--- src/rtl/gelato_warp_fetch_unit.sv ---
// gelato_warp_fetch_unit: per-warp fetch stage between the split table, the I-cache and decode.
// Ports:
//   clk, rst_n      : clock, synchronous active-low reset
//   rdy             : global enable; 0 freezes every register
//   sel_*           : entry selected by the split table, taken while idle
//   upd_*           : registered one-cycle update pulses to the split table;
//                     upd_thread_mask is the table's combinational mask of upd_table_num
//   ic_req_*        : I-cache request (valid/ready)
//   ic_rsp_*        : I-cache response, no back-pressure
//   inst_*          : instruction, PC, thread mask and entry handed to decode (valid/ready)
//   resume_*        : branch unit reactivating a stalled entry, one-entry buffer
module gelato_warp_fetch_unit #(
    parameter int PC_WIDTH = 32,
    parameter int INST_WIDTH = 32,
    parameter int THREAD_NUM = 32,
    parameter int SPLIT_TABLE_NUM = 8,
    localparam int ST_W = $clog2(SPLIT_TABLE_NUM)
) (
    input  logic                  clk,
    input  logic                  rst_n,
    input  logic                  rdy,
    input  logic                  sel_valid,
    input  logic [PC_WIDTH-1:0]   sel_pc,
    input  logic [ST_W-1:0]       sel_table_num,
    output logic                  upd_valid,
    output logic [ST_W-1:0]       upd_table_num,
    output logic [PC_WIDTH-1:0]   upd_pc,
    output logic                  upd_stall,
    input  logic [THREAD_NUM-1:0] upd_thread_mask,
    output logic                  ic_req_valid,
    input  logic                  ic_req_ready,
    output logic [PC_WIDTH-1:0]   ic_req_addr,
    input  logic                  ic_rsp_valid,
    input  logic [INST_WIDTH-1:0] ic_rsp_inst,
    output logic                  inst_valid,
    input  logic                  inst_ready,
    output logic [INST_WIDTH-1:0] inst_data,
    output logic [PC_WIDTH-1:0]   inst_pc,
    output logic [THREAD_NUM-1:0] inst_thread_mask,
    output logic [ST_W-1:0]       inst_table_num,
    input  logic                  resume_valid,
    output logic                  resume_ready,
    input  logic [ST_W-1:0]       resume_table_num,
    input  logic [PC_WIDTH-1:0]   resume_pc
);
    localparam logic [1:0] IDLE = 2'd0, REQ = 2'd1, WAIT = 2'd2, ISSUE = 2'd3;

    logic [1:0]            state_q, state_d;
    logic [PC_WIDTH-1:0]   pc_q, pc_d;
    logic [ST_W-1:0]       tn_q, tn_d;
    logic [THREAD_NUM-1:0] mask_q, mask_d;
    logic [INST_WIDTH-1:0] inst_q, inst_d;
    logic                  upd_valid_q, upd_valid_d;
    logic [ST_W-1:0]       upd_tn_q, upd_tn_d;
    logic [PC_WIDTH-1:0]   upd_pc_q, upd_pc_d;
    logic                  upd_stall_q, upd_stall_d;
    logic                  rbuf_valid_q, rbuf_valid_d;
    logic [ST_W-1:0]       rbuf_tn_q, rbuf_tn_d;
    logic [PC_WIDTH-1:0]   rbuf_pc_q, rbuf_pc_d;
    logic                  fsm_upd, fsm_stall, rbuf_send, is_cf;
    logic [ST_W-1:0]       fsm_tn;
    logic [PC_WIDTH-1:0]   fsm_pc;

    // branch, jal, jalr keep the entry parked until the branch unit resumes it
    assign is_cf = inst_q[6:0] == 7'b1100011 || inst_q[6:0] == 7'b1101111 || inst_q[6:0] == 7'b1100111;

    always_comb begin
        state_d   = state_q;
        pc_d      = pc_q;
        tn_d      = tn_q;
        mask_d    = mask_q;
        inst_d    = inst_q;
        fsm_upd   = 1'b0;
        fsm_tn    = tn_q;
        fsm_pc    = pc_q;
        fsm_stall = 1'b1;
        case (state_q)
            IDLE: if (sel_valid) begin
                state_d = REQ;
                pc_d    = sel_pc;
                tn_d    = sel_table_num;
                fsm_upd = 1'b1;
                fsm_tn  = sel_table_num;
                fsm_pc  = sel_pc;
            end
            REQ: begin
                // a buffered resume may briefly retarget upd_table_num; only trust the mask for our entry
                mask_d  = upd_tn_q == tn_q ? upd_thread_mask : mask_q;
                state_d = ic_req_ready ? WAIT : REQ;
            end
            WAIT: if (ic_rsp_valid) begin
                inst_d  = ic_rsp_inst;
                state_d = ISSUE;
            end
            default: if (inst_ready) begin
                state_d   = IDLE;
                fsm_upd   = 1'b1;
                fsm_pc    = pc_q + PC_WIDTH'(4);
                fsm_stall = is_cf;
            end
        endcase
    end

    // own updates have priority; a buffered resume goes out on the next free cycle
    always_comb begin
        rbuf_send    = rbuf_valid_q && !fsm_upd;
        upd_valid_d  = fsm_upd || rbuf_send;
        upd_tn_d     = fsm_upd ? fsm_tn : rbuf_send ? rbuf_tn_q : tn_q;
        upd_pc_d     = fsm_upd ? fsm_pc : rbuf_send ? rbuf_pc_q : upd_pc_q;
        upd_stall_d  = fsm_upd ? fsm_stall : rbuf_send ? 1'b0 : upd_stall_q;
        rbuf_valid_d = rbuf_valid_q ? !rbuf_send : resume_valid;
        rbuf_tn_d    = rbuf_valid_q ? rbuf_tn_q : resume_table_num;
        rbuf_pc_d    = rbuf_valid_q ? rbuf_pc_q : resume_pc;
    end

    always_ff @(posedge clk) begin
        if (!rst_n) begin
            state_q      <= IDLE;
            pc_q         <= '0;
            tn_q         <= '0;
            mask_q       <= '0;
            inst_q       <= '0;
            upd_valid_q  <= 1'b0;
            upd_tn_q     <= '0;
            upd_pc_q     <= '0;
            upd_stall_q  <= 1'b0;
            rbuf_valid_q <= 1'b0;
            rbuf_tn_q    <= '0;
            rbuf_pc_q    <= '0;
        end else if (rdy) begin
            state_q      <= state_d;
            pc_q         <= pc_d;
            tn_q         <= tn_d;
            mask_q       <= mask_d;
            inst_q       <= inst_d;
            upd_valid_q  <= upd_valid_d;
            upd_tn_q     <= upd_tn_d;
            upd_pc_q     <= upd_pc_d;
            upd_stall_q  <= upd_stall_d;
            rbuf_valid_q <= rbuf_valid_d;
            rbuf_tn_q    <= rbuf_tn_d;
            rbuf_pc_q    <= rbuf_pc_d;
        end else begin
            // frozen: the pulse already shown must not be seen again
            upd_valid_q  <= 1'b0;
        end
    end

    assign upd_valid        = upd_valid_q;
    assign upd_table_num    = upd_tn_q;
    assign upd_pc           = upd_pc_q;
    assign upd_stall        = upd_stall_q;
    assign ic_req_valid     = state_q == REQ;
    assign ic_req_addr      = pc_q;
    assign inst_valid       = state_q == ISSUE;
    assign inst_data        = inst_q;
    assign inst_pc          = pc_q;
    assign inst_thread_mask = mask_q;
    assign inst_table_num   = tn_q;
    assign resume_ready     = !rbuf_valid_q;
endmodule

--- config.mk ---
export PLATFORM = sky130hd
export DESIGN_NAME = gelato_warp_fetch_unit
export DESIGN_NICKNAME = d
export VERILOG_FILES = /design/src/rtl/gelato_warp_fetch_unit.sv
export SDC_FILE = /design/constraint.sdc
export NUM_CORES = 1
export LEC_CHECK = 0
export BUFFER_PORTS_ARGS = -buffer_cell sky130_fd_sc_hd__buf_4
export CAP_MARGIN = 10
export CORE_UTILIZATION = 50
export CTS_CLUSTER_SIZE = 10
export DETAILED_ROUTE_END_ITERATION = 10
export PLACE_DENSITY = 0.86
export SYNTH_ARGS = -nofsm -noshare
export SYNTH_HDL_FRONTEND = slang
export SYNTH_SLANG_ARGS = --single-unit
--- constraint.sdc ---
create_clock -name clk -period 5.8 [get_ports clk]
set_input_delay 0.29 -clock clk [delete_from_list [all_inputs] [get_ports clk]]
set_output_delay 0.29 -clock clk [all_outputs]
set_load 0.01 [all_outputs]
==> results_dict.tcl, run 1 <==
set metrics [dict create \
    areaGrowthSynthToFinish_pct 34.63 \
    drv_cap 0 \
    crit_path_top_delay_cell "and2_1" \
    drt_iter0_drc 908 \
    port_buffers 312 \
    syn_inst 1024 \
    cp-end-kind "flop" \
    synth_edf_count 0 \
    crit_top_cell "and2_1" \
    cts_setup_buffers 0 \
    ir_drop_mv 0.2274 \
    grt_pass1_vias 7835 \
    run_status "completed" \
    ys_ff_latch 174 \
    crit_path_max_fanout 20 \
    detail_route.vias_per_cell 5.735 \
    cts_hold_buf 0 \
    cts_buffers 17 \
    wirelength_um 27870 \
    firstDrtPassIters 5 \
    finalSetupViolCount 0 \
    slew-limit-headroom 0.2425 \
    synth_top_flop_cell "dfxtp_1" \
    ys_warn_count 0 \
    io_pins 313 \
    finalCriticalPeriod_ps 3211 \
    drtAntennaViolNets 0 \
    grt_max_degree 75 \
    cts_tree "done" \
    post_drt_wl_per_cell_um 18.75 \
    regToRegSetupSlack_ps 2590 \
    gp_congestion 0.9675 \
    holdPathEnd "inst_thread_mask[24]" \
    critPathArrivalTime_ps 3510 \
    final_util 0.6987 \
    insertion_delay_ps 440 \
    grt_pass1_wl_um 41880 \
    cts.sinks 174 \
    cts_max_level 4 \
    diodes 0 \
    syn_nets 1172 \
    path_clk_slew_ps 70 \
    total_leakage_power_nw 4.542 \
    start_util 0.5190 \
    syn_area_um2 8006 \
    design.core.area_um2 15430 \
    drc_errors 0 \
    gr-total-overflow 0 \
    max_stage_delay_ps 660 \
    die_w_um 128.5 \
    worstHoldPathCells 3 \
    ys_seq_area_frac 0.4351 \
    clk_path_buf_depth 2 \
    hp-class "input port to flop" \
    cts_root_buffer "clkbuf_16" \
    final_cells 1486 \
    timing_worst_setup_path_type "flop to flop" \
    finalSetupTns_ps 0 \
    die_y_um 128.5 \
    place_inst 1454 \
    drive_above_1_share 0.2894 \
    layout.nets 1410 \
    finClkSkew_ps 8.419 \
    hpwl_um 20160 \
    dr_total_vias 8522 \
    critical_path.cell_chain "ha_1 -> and2_1 -> o31ai_2 -> buf_4 -> and2_1 -> a222oi_1 -> o21ai_0" \
    grt_setup_unrepaired "no" \
    final_max_slew_viol_count 0 \
    worstMarginPinSlew_ps 1136 \
    fmax_ghz 0.3114 \
    synth_area_leaders "dfxtp_1 (44%), nand2_1 (12%), a21oi_1 (8.8%)" \
    finalCritPeriodShare 0.5536 \
    die_area_um2 16520 \
    grt_antenna_before_repair 0 \
    ctsResizeCount 0 \
    final_hold_viol_count 0 \
    synth_async_sr_flop_share 0 \
    synth_top_area_cell "dfxtp_1" \
    syn_area_per_cell_um2 7.819 \
    grtUsageTotal 0.3315 \
    min_from "upd_thread_mask[24]" \
    synth_cell_types 63 \
    cp-start-kind "flop" \
    reg2regPathDepth 7 \
    rr_endpoint "upd_pc[20]" \
    synth_top_area_share 0.4351 \
    r2r-start "state_q[0]" \
    crit_required_ps 6100 \
    power.density_nw_per_um2 275.8 \
    fp-row-count 45 \
]
## metal layers
layer / wire (um) / global-route usage / part of all wire / vias to the layer above
li1: - / - / - / 3981
met1: 10810 / 0.4116 / 0.39 / 3940
met2: 13020 / 0.5367 / 0.47 / 526
met3: 2966 / 0.09480 / 0.11 / 75
met4: 1066 / 0.1446 / 0.038 / 0
met5: 0 / 0 / 0 / -
## critical path, delay by kind of cell (launching register included)
kind	cells	cell delay, ps
flops	1	410
fa+ha+maj	1	640
compound gates	3	690
buf+inv	1	220
simple gates	2	1110
## registers in the layout, summed over array words and instances, names as in the netlist
register          cells
inst_table_num        3
upd_pc               32
upd_valid             1
inst_thread_mask     32
inst_data            32
upd_table_num         3
rbuf_valid_q          1
ic_req_addr          32
upd_stall             1
state_q               2
rbuf_tn_q             3
rbuf_pc_q            32
## stage by stage
step           setup WS (ps)  total power, mW  hold WS, ps  cell area, um^2
2_1_floorplan           3719            1.584        426.0             8006
3_3_place_gp            2853            1.811        440.6            10180
3_5_place_dp            2712            1.822        446.8            10180
4_1_cts                 2703            2.968        78.07            10780
5_1_grt                 2456            3.071        69.03            10780
6_report                2589            2.973        86.13            10780
## where the power goes
group	internal (mW)	switching [mW]	total [mW]
sequential	1.26	0.0683	1.32
combinational	0.221	0.263	0.484
clock	0.651	0.513	1.16
## worst max path at each step
stage                     cells after the start      startpoint  slack, ps          to
after global routing                          7      state_q[0]       2460  upd_pc[20]
after detailed placement                      7      state_q[0]       2710  upd_pc[20]
final                                         7      state_q[0]       2590  upd_pc[20]
after CTS                                     7      state_q[0]       2700  upd_pc[20]
after floorplan                               7  ic_req_addr[2]       3720  upd_pc[26]
after global placement                        7      state_q[0]       2850  upd_pc[20]
## cell usage in the layout, fill, tap and decap left out, types with 5 or more instances in the layout
master     count
nand4_1        9
mux2i_1       35
clkbuf_16     17
o211ai_1       8
xnor2_1        7
a31oi_1        7
o311ai_0       5
o31ai_1        9
nor2_1        72
buf_4        324
nand3_1       25
dfxtp_1      174
o22ai_1        6
nor3_1         7
nor4_1         6
xor2_1         6
a211oi_1       8
and3_1         5
inv_1         13
a21oi_1      141
a22o_1         5
o21ai_0       30
a221o_1        6
nand2_1      255
inv_6          6
ha_1           6
## kinds of logic after synthesis
kind of cell	count (synthesis)	synth area share
buffers and inverters	119	0.07329
AO/OA/AOI/OAI	266	0.2044
XOR/XNOR	13	0.01422
AND/OR/NAND/NOR	409	0.2171
flip-flops	174	0.4351
adder cells (fa/ha/maj)	6	0.009376
multiplexers	37	0.04657
## layout make-up
cell class | instances | area [um^2]
well taps | 211 | 264.0
inverters | 14 | 55.05
clock inverters | 11 | 120.1
clock buffers | 21 | 480.5
flip-flops and latches | 174 | 3483
multi-input cells | 731 | 3944
fillers | 1297 | 4648
repair buffers | 324 | 2432
## synth_stat cells, types with 6 or more instances
cell / number
a21oi_1: 141
mux2i_1: 35
nor2_1: 73
xor2_1: 6
o22ai_1: 6
clkbuf_1: 55
o31ai_1: 9
nand4_1: 9
a31oi_1: 7
a221o_1: 6
inv_1: 13
nor3_1: 8
buf_4: 32
ha_1: 6
nand3_1: 25
nor4_1: 6
nand2_1: 255
o211ai_1: 8
a211oi_1: 8
dfxtp_1: 174
buf_2: 16
xnor2_1: 7
o21ai_0: 30
(Power assumes the default switching activity.)
==> run 2, diff against run 1 <==
Settings changed: ABC_AREA set to 1, PLACE_DENSITY 0.86 to 0.85.
Clock period 5.8 ns to 3.1 ns, I/O delays scaled along.
==> run 2 against run 1 <==
  * Combinational power rose to 2.6 times the previous value
  * Routed wire length rose by 6.4%
  * Flip-flop and latch count did not move
  * Core utilization rose by 1.7 points
  * Synthesized cell count rose by 22%
  * Non-clock buffer count rose by 63
  * Sequential share of layout area fell by 3.2 points
  * Largest cell class unchanged
==> results_dict.tcl, run 2 <==
set metrics [dict create \
    drt_iter0_drc 831 \
    syn_inst 1254 \
    mostFrequentLayoutCell "buf_4" \
    diodes 0 \
    synth_area_leaders "dfxtp_1 (41%), nor2_1 (11%), o21ai_0 (9.1%)" \
    switching_share 0.2976 \
    finClkSkew_ps 11.81 \
    pwr-share-comb 0.205 \
    placed_area_um2 10680 \
    grt_pass1_wl_um 46730 \
    synth_edf_count 0 \
    timing_worst_setup_path_type "flop to flop" \
    cts_tree "done" \
    port_buffers 312 \
    timing.hold.ws_ps 8.009 \
    final_hold_viol_count 0 \
    crit_required_ps 3430 \
    detail_route.vias_per_cell 5.462 \
    wirelength_um 29650 \
    ys_warn_count 0 \
    multi_input_area_um2 4099 \
    ir_drop_mv 0.4074 \
    finalSetupTns_ps 0 \
    drv_cap 0 \
    cts_root_buffer "clkbuf_16" \
    ys_top_cells_by_count "nor2_1 (259), dfxtp_1 (174), nand2_1 (157), o21ai_0 (157), a21oi_1 (147)" \
    finalCritPeriodShare 0.8891 \
    die_w_um 133.1 \
    synth_top_flop_cell "dfxtp_1" \
    p_sw_mw 1.810 \
    synth_cell_types 40 \
    seqPwrFrac 0.421 \
    place_inst 1690 \
    worstMarginPinSlew_ps 1149 \
    grt_pass1_vias 9331 \
    setup_ws_ps 343.7 \
    cts_max_level 4 \
    min_from "ic_rsp_inst[7]" \
    totalPowerFinal_mw 6.083 \
    die_y_um 133.1 \
    finalSetupViolCount 0 \
    slew-limit-headroom 0.2334 \
    r2r-start "state_q[1]" \
    final_max_slew_viol_count 0 \
    crit_path_max_fanout 54 \
    path_clk_slew_ps 70 \
    synth_top_area_share 0.4051 \
    final_cell_mix "buf_4 (323), nor2_1 (259), dfxtp_1 (174)" \
    layout.nets 1701 \
    ys_seq_area_frac 0.4051 \
    firstDrtPassIters 6 \
    die_area_um2 17720 \
    cts_buffers 17 \
    reg2regPathDepth 12 \
    final_cells 1786 \
    clkPwrFrac 0.374 \
    hp-class "input port to flop" \
    grt_max_degree 100 \
    final_util 0.7156 \
    seq_area_um2 3483 \
    cts_setup_buffers 0 \
    yosysMostFrequentCell "nor2_1" \
    gp_congestion 0.9272 \
    areaGrowthSynthToFinish_pct 39.00 \
    grt_setup_unrepaired "no" \
    synth_top_area_cell "dfxtp_1" \
    critPathLaunch "state_q[1]" \
    insertion_delay_ps 430 \
    design.core.area_um2 16700 \
    cp-end-kind "flop" \
    cp-start-kind "flop" \
    io_pins 313 \
    dr_total_vias 9755 \
    post_drt_wl_per_cell_um 16.60 \
    cellInternalPower_mw 4.273 \
    power.density_nw_per_um2 509.0 \
    run_status "completed" \
    rr_endpoint "upd_pc[3]" \
    fmax_ghz 0.3628 \
    grtUsageTotal 0.3316 \
    synth_async_sr_flop_share 0 \
    post-place-ws_ps 423.2 \
    fin_area_um2 11950 \
    syn_nets 1402 \
    drtAntennaViolNets 0 \
    syn_area_um2 8598 \
    hpwl_um 19890 \
    finalCriticalPeriod_ps 2756 \
    regToRegSetupSlack_ps 340 \
    start_util 0.5148 \
    grt_antenna_before_repair 0 \
    drive_above_1_share 0.2439 \
    nFillCells 1411 \
    cts.sinks 174 \
    total_leakage_power_nw 5.348 \
    clk_path_buf_depth 2 \
    ys_ff_latch 174 \
    fp-row-count 47 \
    syn_area_per_cell_um2 6.857 \
    drc_errors 0 \
    endpoint "upd_pc[3]" \
    critPathArrivalTime_ps 3090 \
    gr-total-overflow 0 \
]
run 2: cell count changes after synthesis, sizes merged, moves of 7 or more:
cell / previous run / this run
nor2: 73 / 267
o21ai: 30 / 159
inv: 14 / 105
nand2: 255 / 164
mux2i: 35 / 3
nand3: 25 / 56
o22ai: 6 / 18
a21oi: 142 / 150
o31ai: 10 / 2
a31oi: 7 / 0
buf: 50 / 57
run 2: worst min-delay path by stage:
stage	cells after the start	end
final	3	inst_data[7]
after global routing	3	rbuf_pc_q[29]
after global placement	3	inst_thread_mask[30]
after floorplan	2	rbuf_valid_q
after CTS	3	inst_thread_mask[27]
after detailed placement	3	rbuf_pc_q[7]
run 2: layout make-up:
class | instances | share of cell area
clock buffers | 19 | 0.03790
inverters | 106 | 0.03329
flip-flops and latches | 174 | 0.2915
clock inverters | 13 | 0.01487
well taps | 220 | 0.02303
multi-input cells | 867 | 0.3430
repair buffers | 387 | 0.2565
run 2: what timing repair did:
action,in CTS,in global routing
hold buffers,64,0
gates resized for setup,0,0
hold endpoints to repair,64,0
run 2: power by group through the flow:
stage	sequential [mW]	combinational, mW	clock [mW]
2_1_floorplan	2.60	0.653	0
3_3_place_gp	2.60	1.12	0
3_5_place_dp	2.60	1.15	0
4_1_cts	2.55	1.22	2.29
5_1_grt	2.58	1.36	2.38
6_report	2.56	1.25	2.28
run 2: cells by family (layout without fill, tap and decap cells):
family,count (synthesis),after routing,share of synthesized area
DFF,174,174,0.4051
buffers and inverters,213,525,0.1187
adders and majority gates,6,6,0.008731
and+or+nand+nor,502,502,0.2436
muxes,3,3,0.003493
AOI/OAI and AO/OA,353,353,0.2173
xor gates and xnor gates,3,3,0.003056
run 2: critical path, stage by stage (launching register included):
cell and delay (ps):
dfxtp_1 420, ha_1 350, inv_2 170, nand2_1 110, nand2_2 270, nor2_2 240, inv_2 70, nand2_4 440
inv_2 220, nor2_1 140, nor2_1 40, o21ai_0 110, inv_1 50
run 2: metal layers:
| layer | global-route usage | wire, um | up-vias | share of wire |
|---|---|---|---|---|
| met5 | 0 | 0 | - | 0 |
| met4 | 0.1528 | 1108 | 0 | 0.037 |
| met3 | 0.08257 | 2675 | 97 | 0.090 |
| met2 | 0.5433 | 14000 | 529 | 0.47 |
| met1 | 0.4107 | 11870 | 4451 | 0.40 |
| li1 | - | - | 4678 | - |
==> run 3, diff against run 2 <==
Clock period 3.1 ns to 2.8 ns, I/O delays scaled along.
==> run 3 against run 2 <==
  * Cell count is 0.90% higher
  * Clock skew is 1.4 ps lower
  * Power is 11% higher
  * First-iteration DRC count is 12% higher
  * Sequential power is 11% higher
  * Critical endpoint is now upd_pc[27]
  * Largest power group unchanged
==> results_dict.tcl, run 3 (synthesis gave the netlist of run 2 again) <==
set metrics [dict create \
    fp-row-count 47 \
    timing_worst_setup_path_type "flop to flop" \
    finClkSkew_ps 10.40 \
    ir_drop_mv 0.4719 \
    cts_root_buffer "clkbuf_16" \
    mostFrequentLayoutCell "buf_4" \
    use_met1 0.4287 \
    io_pins 313 \
    areaGrowthSynthToFinish_pct 40.56 \
    final_max_slew_viol_count 0 \
    dr_total_vias 9787 \
    gp_congestion 0.9411 \
    run_status "completed" \
    die_w_um 133.1 \
    post_drt_wl_per_cell_um 16.71 \
    setup_ws_ps 517.0 \
    fmax_ghz 0.4380 \
    fin_area_um2 12090 \
    grt.busiest_layer "met2" \
    hpwl_um 19930 \
    cts_tree "done" \
    critPathArrivalTime_ps 2540 \
    grt_antenna_before_repair 0 \
    total_leakage_power_nw 5.413 \
    finalSetupViolCount 0 \
    grt_setup_unrepaired "no" \
    finalCriticalPeriod_ps 2283 \
    insertion_delay_ps 420 \
    port_buffers 312 \
    grt_pass1_wl_um 46530 \
    grtUsageTotal 0.3313 \
    final_hold_viol_count 0 \
    nFillCells 1313 \
    detail_route.vias_per_cell 5.431 \
    critical_path.cell_chain "inv_1 -> ha_1 -> nand2_2 -> inv_2 -> nand2_1 -> nand2_2 -> nor2_2 -> inv_2 -> nand2_4 -> buf_4 -> nor2_1 -> nand2_1 -> a21oi_1" \
    die_y_um 133.1 \
    cts.sinks 174 \
    drv_cap 0 \
    grt_pass1_vias 9197 \
    post-place-ws_ps 553.9 \
    cts_max_level 4 \
    grt_max_degree 73 \
    totalPowerFinal_mw 6.769 \
    ctsResizeCount 0 \
    placed_area_um2 10710 \
    firstDrtPassIters 5 \
    drtAntennaViolNets 0 \
    final_cell_mix "buf_4 (327), nor2_1 (259), dfxtp_1 (174)" \
    hp-class "input port to flop" \
    slew-limit-headroom 0.2339 \
    path_clk_slew_ps 70 \
    grt_use_met3 0.07306 \
    drt_iter0_drc 931 \
    final_util 0.7236 \
    max_stage_delay_ps 390 \
    cp-end-kind "flop" \
    path_buf_inv 4 \
    gr-total-overflow 0 \
    met2_usage 0.5256 \
    drc_errors 0 \
    worstMarginPinSlew_ps 1148 \
    die_area_um2 17720 \
    power.density_nw_per_um2 560.1 \
    cts_buffers 17 \
    cp-start-kind "flop" \
    wirelength_um 30110 \
    crit_path_max_fanout 36 \
    critical-path-top-delay-family "simple AND/OR/NAND/NOR gates" \
    design.core.area_um2 16700 \
    finalSetupTns_ps 0 \
    start_util 0.5148 \
    finalCritPeriodShare 0.8154 \
    drive_above_1_share 0.2435 \
    crit_path_top_delay_cell "dfxtp_1" \
    clk_path_buf_depth 2 \
    layout.nets 1716 \
    crit_required_ps 3050 \
]
run 3: changes by cell type in the layout (fill, tap and decap cells not counted), sizes merged:
cell / delta
dlygate4sd3: +11
buf: +4
clkinvlp: -1
inv: +1
diode: +1
run 3: path summary, 6_finish.rpt:
check,from,end,slack (ps),cells past startpoint
worst min register to register,inst_data[7],inst_data[7],440,2
worst max-delay path,state_q[0],upd_pc[27],520,13
worst max register to register,state_q[0],upd_pc[27],520,13
worst min-delay path,upd_thread_mask[14],inst_thread_mask[14],5,3
run 3: where the power goes:
part           internal [mW]  switching [mW]  leakage, nW  total [mW]
Sequential              2.64           0.191         1.43        2.83
Clock                   1.46            1.08        0.300        2.54
Combinational          0.633           0.767         3.69        1.40
run 3: layout make-up:
type	count	area, um^2	share of cell area
diodes	1	2.502	0.0002071
clock buffers	19	442.9	0.03665
clock inverters	13	178.9	0.01480
inverters	106	397.9	0.03292
multi-input cells	867	4099	0.3392
flip-flops and latches	174	3483	0.2882
well taps	220	275.3	0.02278
repair buffers	402	3206	0.2652
run 3: tightest hold or removal path, delay by kind of cell:
family          cells  cell delay (ps)
buf+inv             1               70
compound gates      1               70
simple gates        1              100
run 3: repair_timing:
item                                    in CTS  in global routing
hold buffers                                75                  0
buffers inserted                             0                  0
endpoints found under the setup margin       0                  0
endpoints found under the hold margin       75                  0
run 3: stage by stage:
stage	hold slack, ps	std cells
6_report	5.407	1802
5_1_grt	2.471	1801
2_1_floorplan	286.3	1254
3_5_place_dp	397.0	1694
4_1_cts	0.3604	1801
3_3_place_gp	389.8	1694
run 3: layer usage:
metal  vias to the layer above  routed length (um)
met5                         -                   0
met2                       569               13960
met1                      4409               12000
met4                         0                1167
met3                        93                2983
li1                       4716                   -
